===== src/rtl/l2_bridge_pkg.sv =====
// l2_bridge_pkg: state encoding, burst limits and timeout constants shared by l2_burst_bridge.
// Latency: n/a (declarations only).
// Backpressure: n/a.
package l2_bridge_pkg;

    typedef enum logic [2:0] {
        IDLE,
        WSETUP,
        WFILL,
        WDRAIN,
        RFETCH,
        RSTREAM
    } state_t;

    localparam int MAX_BURST = 16;
    localparam int BUF_AW = $clog2(MAX_BURST);
    localparam int TIMEOUT_CYC = 255;
    localparam logic [31:0] TIMEOUT_FILL = 32'hDEADBEEF;

    // Index of the last word of a burst; size 0 and oversize requests mean a full line.
    function automatic logic [BUF_AW-1:0] last_index(input logic [4:0] burst_size);
        if (burst_size == 5'd0 || burst_size > 5'(MAX_BURST)) begin
            return BUF_AW'(MAX_BURST - 1);
        end
        return BUF_AW'(burst_size - 5'd1);
    endfunction

endpackage


===== src/rtl/burst_buffer.sv =====
// burst_buffer: 16-word line buffer between the cache stream and the memory bus.
// Latency: write lands at the clock edge; read data is registered, valid the cycle after rd_en.
// Backpressure: none; the owner sequences every access.
module burst_buffer
    import l2_bridge_pkg::*;
#(
    parameter int DATA_W = 32
) (
    input  logic              clk,
    input  logic              reset,
    input  logic              wr_en,
    input  logic [BUF_AW-1:0] wr_addr,
    input  logic [DATA_W-1:0] wr_data,
    input  logic              rd_en,
    input  logic [BUF_AW-1:0] rd_addr,
    output logic [DATA_W-1:0] rd_data
);

    logic [DATA_W-1:0] mem [MAX_BURST];

    // Storage write; contents are intentionally left untouched by reset.
    always_ff @(posedge clk) begin
        if (wr_en) begin
            mem[wr_addr] <= wr_data;
        end
    end

    // Registered read with write-through, so a word written at this edge can be read at the same edge
    // (needed for one-word bursts where the only word is also the first one to leave).
    always_ff @(posedge clk) begin
        if (reset) begin
            rd_data <= '0;
        end else if (rd_en) begin
            rd_data <= (wr_en && wr_addr == rd_addr) ? wr_data : mem[rd_addr];
        end
    end

endmodule


===== src/rtl/l2_burst_bridge.sv =====
// l2_burst_bridge: turns L1 line bursts into single-word req/ack memory transactions; L2_BRIDGE_TIMEOUT_EN adds a per-word watchdog.
// Latency: write drain starts the cycle after the last fill word; read stream starts the cycle after the last ack.
// Backpressure: l1_busy stalls the cache during memory phases; each memory word is held until mem_ack.
module l2_burst_bridge
    import l2_bridge_pkg::*;
#(
    parameter int ADDR_W = 32,
    parameter int DATA_W = 32
) (
    input  logic              clk,
    input  logic              reset,
    input  logic              l1_rreq,
    input  logic              l1_wreq,
    input  logic [ADDR_W-1:0] l1_addr,
    input  logic [4:0]        l1_burst_size,
    input  logic [DATA_W-1:0] l1_wdata,
    output logic [DATA_W-1:0] l1_rdata,
    output logic              l1_busy,
    output logic              mem_req,
    output logic              mem_we,
    output logic [ADDR_W-1:0] mem_addr,
    output logic [DATA_W-1:0] mem_wdata,
    input  logic [DATA_W-1:0] mem_rdata,
    input  logic              mem_ack,
    output logic              err
);

    state_t            state;
    logic [BUF_AW-1:0] idx;
    logic [BUF_AW-1:0] idx_inc;
    logic [BUF_AW-1:0] last_idx;
    logic [ADDR_W-1:0] base_addr;
    logic [ADDR_W-1:0] req_base;
    logic              at_last;
    logic              timeout_hit;
    logic              word_done;
    logic              unused_addr_lsb;

    logic              buf_wr_en;
    logic [BUF_AW-1:0] buf_wr_addr;
    logic [DATA_W-1:0] buf_wr_data;
    logic              buf_rd_en;
    logic [BUF_AW-1:0] buf_rd_addr;
    logic [DATA_W-1:0] buf_rd_data;

    assign req_base        = {l1_addr[ADDR_W-1:2], 2'b00};
    assign unused_addr_lsb = ^l1_addr[1:0];
    assign idx_inc         = idx + BUF_AW'(1);
    assign at_last         = (idx == last_idx);
    assign word_done       = mem_req && (mem_ack || timeout_hit);

    // The buffer read register drives both data outputs: it holds the word being drained to memory,
    // and during RSTREAM it holds the word being streamed to the cache.
    assign l1_rdata  = buf_rd_data;
    assign mem_wdata = buf_rd_data;

    burst_buffer #(
        .DATA_W (DATA_W)
    ) u_buf (
        .clk     (clk),
        .reset   (reset),
        .wr_en   (buf_wr_en),
        .wr_addr (buf_wr_addr),
        .wr_data (buf_wr_data),
        .rd_en   (buf_rd_en),
        .rd_addr (buf_rd_addr),
        .rd_data (buf_rd_data)
    );

`ifdef L2_BRIDGE_TIMEOUT_EN
    logic [7:0] wait_cnt;
    logic       err_r;

    assign timeout_hit = mem_req && !mem_ack && (wait_cnt == 8'(TIMEOUT_CYC));
    assign err         = err_r;

    // Count stall cycles of the outstanding word; restarts for every new word.
    always_ff @(posedge clk) begin
        if (reset || !mem_req || word_done) begin
            wait_cnt <= '0;
        end else begin
            wait_cnt <= wait_cnt + 8'd1;
        end
    end

    // Sticky error: remembers that at least one word was abandoned by the watchdog.
    always_ff @(posedge clk) begin
        if (reset) begin
            err_r <= 1'b0;
        end else if (timeout_hit) begin
            err_r <= 1'b1;
        end
    end
`else
    assign timeout_hit = 1'b0;
    assign err         = 1'b0;
`endif

    // Buffer port steering: fill from the cache, drain to memory, fetch from memory, stream to the cache.
    // Reads are issued one edge early so the registered read data lines up with the bus/stream cycle.
    always_comb begin
        buf_wr_en   = 1'b0;
        buf_wr_addr = idx;
        buf_wr_data = l1_wdata;
        buf_rd_en   = 1'b0;
        buf_rd_addr = '0;
        case (state)
            WFILL: begin
                buf_wr_en = 1'b1;
                buf_rd_en = at_last;
            end
            WDRAIN: begin
                buf_rd_en   = word_done && !at_last;
                buf_rd_addr = idx_inc;
            end
            RFETCH: begin
                buf_wr_en   = word_done;
                buf_wr_data = mem_ack ? mem_rdata : TIMEOUT_FILL;
                buf_rd_en   = word_done && at_last;
            end
            RSTREAM: begin
                buf_rd_en   = !at_last;
                buf_rd_addr = idx_inc;
            end
            default: ;
        endcase
    end

    // Control FSM: accepts bursts only in IDLE and owns the registered cache/bus handshake outputs.
    always_ff @(posedge clk) begin
        if (reset) begin
            state     <= IDLE;
            idx       <= '0;
            last_idx  <= '0;
            base_addr <= '0;
            l1_busy   <= 1'b0;
            mem_req   <= 1'b0;
            mem_we    <= 1'b0;
            mem_addr  <= '0;
        end else begin
            case (state)
                IDLE: begin
                    idx <= '0;
                    if (l1_wreq) begin
                        state     <= WSETUP;
                        last_idx  <= last_index(l1_burst_size);
                        base_addr <= req_base;
                    end else if (l1_rreq) begin
                        state    <= RFETCH;
                        last_idx <= last_index(l1_burst_size);
                        l1_busy  <= 1'b1;
                        mem_req  <= 1'b1;
                        mem_we   <= 1'b0;
                        mem_addr <= req_base;
                    end
                end
                WSETUP: begin
                    state <= WFILL;
                end
                WFILL: begin
                    if (at_last) begin
                        state    <= WDRAIN;
                        idx      <= '0;
                        l1_busy  <= 1'b1;
                        mem_req  <= 1'b1;
                        mem_we   <= 1'b1;
                        mem_addr <= base_addr;
                    end else begin
                        idx <= idx_inc;
                    end
                end
                WDRAIN, RFETCH: begin
                    if (word_done) begin
                        if (at_last) begin
                            mem_req <= 1'b0;
                            l1_busy <= 1'b0;
                            idx     <= '0;
                            state   <= (state == WDRAIN) ? IDLE : RSTREAM;
                        end else begin
                            // A timed-out word leaves one idle bus cycle before the next request.
                            idx      <= idx_inc;
                            mem_addr <= mem_addr + ADDR_W'(4);
                            mem_req  <= !timeout_hit;
                        end
                    end else if (!mem_req) begin
                        mem_req <= 1'b1;
                    end
                end
                RSTREAM: begin
                    if (at_last) begin
                        state <= IDLE;
                        idx   <= '0;
                    end else begin
                        idx <= idx_inc;
                    end
                end
                default: begin
                    state <= IDLE;
                end
            endcase
        end
    end

endmodule

===== config.mk =====
export PLATFORM = sky130hd
export DESIGN_NAME = l2_burst_bridge
export DESIGN_NICKNAME = d
export VERILOG_FILES = /design/src/rtl/l2_bridge_pkg.sv /design/src/rtl/burst_buffer.sv /design/src/rtl/l2_burst_bridge.sv
export SDC_FILE = /design/constraint.sdc
export NUM_CORES = 1
export LEC_CHECK = 0
export CAP_MARGIN = 20
export CORE_MARGIN = 5
export CORE_UTILIZATION = 53
export DETAILED_ROUTE_END_ITERATION = 10
export PLACE_DENSITY = 0.76
export RECOVER_POWER = 50
export SLEW_MARGIN = 10
export SYNTH_ARGS = -nofsm -noshare
export SYNTH_HDL_FRONTEND = slang
export SYNTH_SLANG_ARGS = --single-unit

===== constraint.sdc =====
create_clock -name clk -period 3.3 [get_ports clk]
set_input_delay 0.66 -clock clk [delete_from_list [all_inputs] [get_ports clk]]
set_output_delay 0.66 -clock clk [all_outputs]
set_load 0.01 [all_outputs]

Word level (Yosys, flattened, before mapping)
Memory sizes are Yosys's and may differ from the RTL's. A register that Yosys moved wholly into a read port is not among the register bits.
Index checks and enable logic that the tools add are counted.
{"block": "totals", "reg_bits": 76, "ramBits": 512, "inputBits": 106, "out_inout_bits": 100, "wordCells": 98, "n_memories": 1}
{"name": "u_buf.mem", "words": 16, "width": 32, "read_ports": 1, "rd_clocked_by_memory_dff": 1, "wr": 1, "line_no": "burst_buffer.sv:19", "rtl": "logic [DATA_W-1:0] mem [MAX_BURST];"}
{"block": "classes", "n_addsub": 3, "magnitude_cmp": 1, "n_eq_ne": 14, "n_mux": 49, "reduce_logical": 22}
{"op": "$mux 32", "count": 7}
{"op": "$pmux 32 s3", "count": 1}
{"op": "$add 32x3->32 const B", "count": 1}
{"op": "$mux 4", "count": 8}
{"op": "$mux 3", "count": 7}
{"op": "$mux 1", "count": 19}
{"op": "$pmux 3 s5", "count": 1}
{"op": "$ne 2x2->1 const B", "count": 7}
{"op": "$pmux 4 s3", "count": 1}
{"op": "$reduce_and 6->1", "count": 2}
{"op": "$reduce_and 4->1", "count": 2}
{"op": "$eq 3x2->1 const B", "count": 2}
{"op": "$eq 3x3->1 const B", "count": 2}
{"op": "$pmux 1 s3", "count": 2}
{"op": "$reduce_and 2->1", "count": 3}
{"op": "$reduce_bool 3->1", "count": 2}
{"op": "$reduce_or 2->1", "count": 3}
{"op": "$gt 5x5->1 const B", "count": 1}
{"op": "$logic_not 5->1", "count": 1}
{"op": "$reduce_and 5->1", "count": 1}
{"op": "$add 4x1->4 const B", "count": 1}
{"op": "$eq 4x4->1", "count": 1}
{"op": "$pmux 1 s2", "count": 2}
{"op": "$pmux 1 s4", "count": 1}
{"op": "other kinds (8)", "count": 11}

Logic depth before layout (Yosys ltp)
Gate-level depths: netlist of run 1.
{"block": "depth", "word_depth": 10, "ltp_mapped": 13, "ltp_nobuf": 8}

Cells and area by module
From an unflattened synthesis of run 1, not the netlist that was laid out.
{"block": "hier_totals", "cells_unflattened": 1805, "hier_area_um2": 26476.6}
{"mod": "burst_buffer", "instances": 1, "cells_each": 1082, "area_per_inst_um2": 21430.6, "seq_area_each_um2": 16015.4}
{"mod": "l2_burst_bridge", "instances": 1, "cells_each": 723, "area_per_inst_um2": 5046.1, "seq_area_each_um2": 1481.4}

Worst setup path after synthesis of run 1
No wires, ideal clock.
{"block": "synth_timing", "path_kind": "reg2reg", "start": "reg idx[0] (netlist: buf_wr_addr[0])", "end": "mem u_buf.mem[4][0] (enable)", "setup_time_ns": 0.421, "t_arrival_ns": 2.858, "required_ns": 2.879, "path_slack_ns": 0.021, "stages_incl_launch_ff": 8, "n_path_buf": 3, "period_less_slack_ns": 3.279, "path_cell_list": "dfxtp_1 -> buf_2 -> clkinv_1 -> clkbuf_1 -> clkbuf_1 -> ha_1 -> inv_1 -> nor2_1"}
{"element": "start: declaration", "line_no": "l2_burst_bridge.sv:29", "rtl": "logic [BUF_AW-1:0] idx;"}
{"element": "start signal: assignment", "line_no": "l2_burst_bridge.sv:169", "rtl": "idx <= idx_inc;"}
{"element": "start signal: assignment", "line_no": "l2_burst_bridge.sv:181", "rtl": "idx <= idx_inc;"}
{"element": "start signal: assignment", "line_no": "l2_burst_bridge.sv:194", "rtl": "idx <= idx_inc;"}
{"element": "end: declaration", "line_no": "burst_buffer.sv:19"}
Straight into the memory's write port.

Worst setup path in the final report of run 1
{"block": "layout_timing", "start": "reg idx[0] (netlist: buf_wr_addr[0])", "end": "mem u_buf.mem[10][24] (enable)"}
Straight into the memory's write port.

==> results.toml, run 1 <==
[outcome]
status = "complete, but fails checks"
violations = "capacitance limit, slew limit"

[pwr]
p_int_uw = 16200
p_seq_share_pct = 42.0
power_frac_comb_pct = 28.3
power_uw = 23890
pwr-share-clk_pct = 29.7
p_leak_uw = 0.01076
p_per_area_nw_per_um2 = 758.2
switchingPower_uw = 7688
vdd_drop_max_mv = 0.5377
p_sw_share_pct = 32.18

[timing]
timing_hold_violations_final = 0
relSlewSlack_pct = -0.9318
final-max-slew-violation-count = 31
setup_viol = 0
tightest_slew_ns = 1.514
period_needed_ns = 3.160
rsz0062_at_grt = "false"
fmax_mhz = 316.5
hold_ws_ns = 0.4529
fin_skew_ns = 0.02632
setup_tns_ns = 0
post-route-period-util_pct = 95.76

[die]
chipHeight_um = 232.8
rows = 81
io_pins = 206
initial_core_util_pct = 53.63
design.core.area_um2 = 49050
die_w_um = 232.8
dieArea_um2 = 54190

[worst_hold_path]
hold_class = "reg2reg"

[synth]
ys_async_sr_fraction_pct = 0
synth_area_leaders = "edfxtp_1 58%, dfxtp_1 8.1%, mux2i_1 3.4%"
netlist_area_um2 = 26310
synth-edff-count = 512
synth_top_family_by_area = "compound AO/OA/AOI/OAI gates"
synth_mux_area_share_pct = 6.164
syn_avg_cell_area_um2 = 13.13
synth_compound_area_share_pct = 13.08
synthAdderAreaFrac_pct = 0.2854
netlist_instances = 2003
synth_common_cells = "512 x edfxtp_1, 177 x nand2_1, 140 x nor2_1"
ys_seq_area_share_pct = 66.51
synth_top_area_share_pct = 58.44
synth_cell_type_count = 79
yosysMostFrequentCell = "edfxtp_1"
yosys.area_share.xor_xnor_pct = 0.5945
yosys.area_share.simple_pct = 9.332
yosysWarnings = 0
yosysTopAreaCell = "edfxtp_1"
ys_ff_latch = 618
synth_ff_type = "edfxtp_1"

[drt]
final_antenna_net_count = 0
drt_iter0_drc = 1929
drc = 0
wl_per_cell_um = 24.46
routed_wl_mm = 71.58
dr_total_vias = 18380
drtPass1Iterations = 5
viasPerCell = 6.282

[global_routing]
grt_max_degree = 89
gr-total-overflow = 0
use_met2_pct = 42.87
busiest_layer = "met2"
first_global_vias = 18240
grt_pass1_wl_mm = 107.0
met1_usage_pct = 34.04
use_met3_pct = 4.283
antenna_found_initial = 0
grt_use_total_pct = 25.77

[clock_tree]
clock-root-buffer = "clkbuf_16"
cts_buffer_depth = 3
cts_setup_buffers = 0
clk_pin_slew_worst_paths_ns = 0.06
htree_levels = 2
clock_sinks = 618
numCtsBuffers = 60
clock_latency_ns = 0.64
cts_tree = "built"

[layout]
stdcell_area_um2 = 31510
drive_gt1_share_pct = 13.53
fin_nets = 2322
area_delta_synth_final_pct = 19.78

[critical_path]
reg2regPathDepth = 6
ff2ff_setup_slack_ns = 0.14
endpoint = "u_buf.mem[10][24]"
cp-startpoint = "buf_wr_addr[0]"
rr_endpoint = "u_buf.mem[10][24]"
critPathMaxFanout = 88
cp.required_ns = 3.61
arrival_ns = 3.47
critPathCaptureType = "flip-flop"
worstReg2RegStart = "buf_wr_addr[0]"
worstSetupPathType = "reg2reg"
worst_setup_path_start_kind = "flip-flop"

[place]
place.gp.congestion = 0.8633
port_buffers = 200
hpwl_mm = 41.77
postPlaceCellArea_um2 = 29530

[job]
maxCapViolCount = 1
worst max-delay path, stage by stage, from the launching register on:
cell      delay, ns
dfxtp_4        0.37
buf_6          0.22
inv_1          0.11
clkbuf_4       1.04
ha_1           0.37
and2_2         0.43
buf_12         0.26
state kept, by name (all words and copies together), names as in the netlist:
name,count
state,3
u_buf.rd_data,32
mem_req,1
last_idx,4
l1_busy,1
buf_wr_addr,4
u_buf.mem,512
base_addr,30
mem_we,1
mem_addr,30
kinds of logic (layout without fill, tap and decap cells):
kind of cell | after synthesis | after routing
AOI/OAI and AO/OA | 485 | 485
xor gates and xnor gates | 14 | 14
adders and majority gates | 6 | 6
buffers and inverters | 216 | 472
DFF | 618 | 618
muxes | 138 | 138
other | 1 | 4
and+or+nand+nor | 525 | 525
worst min-delay path by stage:
stage	startpoint	end	slack [ns]	cells after the start
after detailed placement	base_addr[18]	base_addr[18]	0.44	2
after floorplan	base_addr[11]	base_addr[11]	0.43	2
after global placement	base_addr[20]	base_addr[20]	0.44	2
final	base_addr[11]	base_addr[11]	0.45	2
after CTS	base_addr[20]	base_addr[20]	0.45	2
after global routing	base_addr[4]	base_addr[4]	0.48	2
layout by cell type, fill, tap and decap left out, types with 11 or more instances in the layout:
cell type	instances
nand3_1	36
mux4_2	16
dlygate4sd3_1	90
nor4_1	22
edfxtp_1	512
a221oi_1	59
dfxtp_1	105
buf_4	79
nand2_1	177
a31oi_1	42
nor3_1	55
buf_12	22
o22ai_1	40
clkbuf_1	29
a22oi_1	13
clkbuf_16	62
mux2i_1	90
o21ai_0	53
mux2_2	32
a21oi_1	114
a311oi_1	14
a211oi_1	65
nor2_1	135
clkdlybuf4s50_1	108
or4_1	11
inv_1	38
area by class of cell:
| class | count | area (um^2) |
|---|---|---|
| Antenna cell | 1 | 2.502 |
| Clock buffer | 84 | 1694 |
| Clock inverter | 29 | 375.4 |
| Fill cell | 3592 | 17540 |
| Inverter | 39 | 146.4 |
| Multi-Input combinational cell | 1171 | 7831 |
| Sequential cell | 618 | 17500 |
| Tap cell | 664 | 830.8 |
| Timing Repair Buffer | 320 | 3129 |
power groups by stage:
stage | logic (uW) | registers [uW] | clock network, uW
detailed placement | 6840 | 10200 | 0
finish | 6760 | 10000 | 7090
global route | 7280 | 10100 | 7460
floorplan | 4070 | 10200 | 0
CTS | 6890 | 10000 | 7160
global placement | 6630 | 10200 | 0
per-stage QoR:
stage,utilization (%),std cells,worst slack (ns)
3_5_place_dp,60.20,2811,0.1767
6_report,64.24,2926,0.1400
4_1_cts,64.42,2924,0.1569
3_3_place_gp,60.17,2810,0.2370
2_1_floorplan,-,2005,0.02057
5_1_grt,64.23,2925,0.06088
per-layer routing:
layer	vias up	wire length, um
li1	8135	-
met1	9082	27910
met2	982	34870
met3	181	6004
met4	0	2802
met5	-	0
what timing repair did:
item,in CTS,in global routing
endpoints found under the setup margin,0,1
hold buffers,0,0
resized for setup,0,2
Power figures use the tool's default switching activity.
==> inputs of run 2 (changes only) <==
- CORE_UTILIZATION: 53 -> 63
- PLACE_DENSITY: 0.76 -> 0.85
- SYNTH_HIERARCHICAL: default -> 1
- clock period: 3.3 -> 3.9 ns (I/O delays scaled with it)
==> results.toml, run 2 <==
[drt]
final_antenna_net_count = 0
viasPerCell = 6.710
drc = 0
drt_iter0_drc = 2286
dr_total_vias = 17270
routed_wl_mm = 70.09
wl_per_cell_um = 27.24
drtPass1Iterations = 6

[pwr]
vdd_drop_max_mv = 0.4758
p_leak_uw = 0.01010
power_uw = 19210
p_per_area_nw_per_um2 = 622.2

[worst_hold_path]
hold_start = "base_addr[27]"
hold_class = "reg2reg"
worstHoldPathCells = 2
holdPathEnd = "base_addr[27]"

[critical_path]
cp-startpoint = "state[1]"
critPathMaxFanout = 28
critPathCaptureType = "flip-flop"
slowest_stage = "nand2_1"
crit_chain = "or3b_1 > clkbuf_1 > nand2_1 > o21ai_0 > o21ai_1 > a21oi_1"
rr_endpoint = "mem_addr[29]"
reg2regPathDepth = 6
ff2ff_setup_slack_ns = 0.42
worstSetupPathType = "reg2reg"
cp.required_ns = 4.45
arrival_ns = 4.03
worst_setup_path_start_kind = "flip-flop"
worstReg2RegStart = "state[1]"
slowest_delay_ns = 0.93
worst-path-buf-inv = 1
crit_family = "simple AND/OR/NAND/NOR gates"

[outcome]
status = "complete, but fails checks"
violations = "capacitance limit, slew limit"

[timing]
tightest_slew_ns = 1.545
period_needed_ns = 3.484
fmax_mhz = 287.0
setup_tns_ns = 0
rsz0062_at_grt = "false"
setup_slack_ns = 0.4162
final-max-slew-violation-count = 49
fin_skew_ns = 0.02720
setup_viol = 0
timing_hold_violations_final = 0
post-route-period-util_pct = 89.33
relSlewSlack_pct = -3.020

[layout]
regMostFlops = "u_buf/mem"
n_antenna_cell = 0
reg_top3 = "u_buf/mem x512, u_buf/rd_data x32"
final_util_pct = 73.93
final_cell_mix = "512 x edfxtp_1, 165 x nand2_1, 117 x nor2_1"
fin_cells = 2573
area_delta_synth_final_pct = 16.61
final_common_cell = "edfxtp_1"
drive_gt1_share_pct = 13.62
fin_nets = 2094
largest_reg_flops = 512

[synth]
ys_seq_area_share_pct = 66.08
netlist_area_um2 = 26480
netlist_instances = 1805
synth_ff_type = "edfxtp_1"
yosysMostFrequentCell = "edfxtp_1"
synth_common_cells = "512 x edfxtp_1, 165 x nand2_1, 127 x nor2_1"
yosysTopAreaCell = "edfxtp_1"
synth_area_leaders = "edfxtp_1 58%, dfxtp_1 8.0%, mux4_2 4.9%"
syn_avg_cell_area_um2 = 14.67
ys_ff_latch = 618
ys_async_sr_fraction_pct = 0
synth_top_area_share_pct = 58.07
synth-edff-count = 512
synth_cell_type_count = 78
yosysWarnings = 6

[clock_tree]
ctsResizeCount = 0
clk_pin_slew_worst_paths_ns = 0.06
htree_levels = 2
numCtsBuffers = 57
cts_buffer_depth = 3
clock-root-buffer = "clkbuf_16"
clock_latency_ns = 0.63
cts_setup_buffers = 0
cts_hold_buf = 0
cts_tree = "built"
clock_sinks = 618

[global_routing]
grt_pass1_wl_mm = 105.3
grt_max_degree = 69
first_global_vias = 17660
gr-total-overflow = 0
antenna_found_initial = 0
grt_use_total_pct = 29.70

[place]
place.gp.congestion = 0.8362
hpwl_mm = 37.94
dp.cells = 2463
port_buffers = 200
preCtsSetupSlack_ns = 0.5451

[job]
maxCapViolCount = 2

[die]
io_pins = 206
dieArea_um2 = 46230
rows = 75
design.core.area_um2 = 41760
initial_core_util_pct = 63.40
die_w_um = 215.0
chipHeight_um = 215.0
==> run 2: area by class of cell <==
type / count / area [um^2]
flip-flops and latches: 618 / 17500
fillers: 2393 / 10890
multi-input cells: 997 / 7996
repair buffers: 279 / 2631
clock buffers: 77 / 1592
well taps: 539 / 674.4
clock inverters: 31 / 362.8
inverters: 32 / 120.1
==> run 2: worst register-to-register path, cell delays in order, from the launching register on <==
cell and delay [ns]:
dfxtp_1 0.53, or3b_1 0.19, clkbuf_1 0.87, nand2_1 0.93, o21ai_0 0.61, o21ai_1 0.13, a21oi_1 0.16
==> run 2: power breakdown <==
| group | internal [uW] | total, uW | switching, uW |
|---|---|---|---|
| sequential | 8110 | 8570 | 454 |
| clock | 3340 | 5800 | 2460 |
| combinational | 1820 | 4840 | 3020 |
| total | 13300 | 19200 | 5930 |
==> run 2: cells by family (layout without fill, tap and decap cells) <==
| group | Yosys count | in the layout | share of synthesized area (%) |
|---|---|---|---|
| flip-flops | 618 | 618 | 66.08 |
| AND/OR/NAND/NOR | 462 | 462 | 8.171 |
| AO/OA/AOI/OAI | 319 | 319 | 8.431 |
| multiplexers | 195 | 195 | 12.52 |
| buffers and inverters | 192 | 419 | 4.144 |
| XOR/XNOR | 15 | 15 | 0.4962 |
| adder cells (fa/ha/maj) | 3 | 3 | 0.1418 |
| other | 1 | 3 | 0.01416 |
==> run 2: through the flow <==
| stage | hold WS (ns) | cell area, um^2 |
|---|---|---|
| 2_1_floorplan | 0.4312 | 26500 |
| 3_3_place_gp | 0.4387 | 29080 |
| 3_5_place_dp | 0.4471 | 29080 |
| 4_1_cts | 0.4558 | 31040 |
| 5_1_grt | 0.4796 | 30870 |
| 6_report | 0.4555 | 30870 |
==> run 2: layer usage <==
metal  wire [um]  global-route usage [%]  vias to the layer above
li1            -                       -                     7373
met1       25210                   39.29                     8523
met2       34300                   48.78                     1177
met3        8041                   7.191                      193
met4        2539                   10.92                        0
met5           0                       0                        -
==> run 2: worst max-delay path by stage <==
stage	cells after the start	slack (ns)	endpoint
after detailed placement	9	0.55	u_buf/rd_data[31]
final	6	0.42	mem_addr[29]
after global routing	6	0.22	mem_addr[16]
after floorplan	5	0.15	u_buf/mem[1][0]
after global placement	9	0.75	u_buf/rd_data[9]
after CTS	10	0.60	u_buf/rd_data[15]
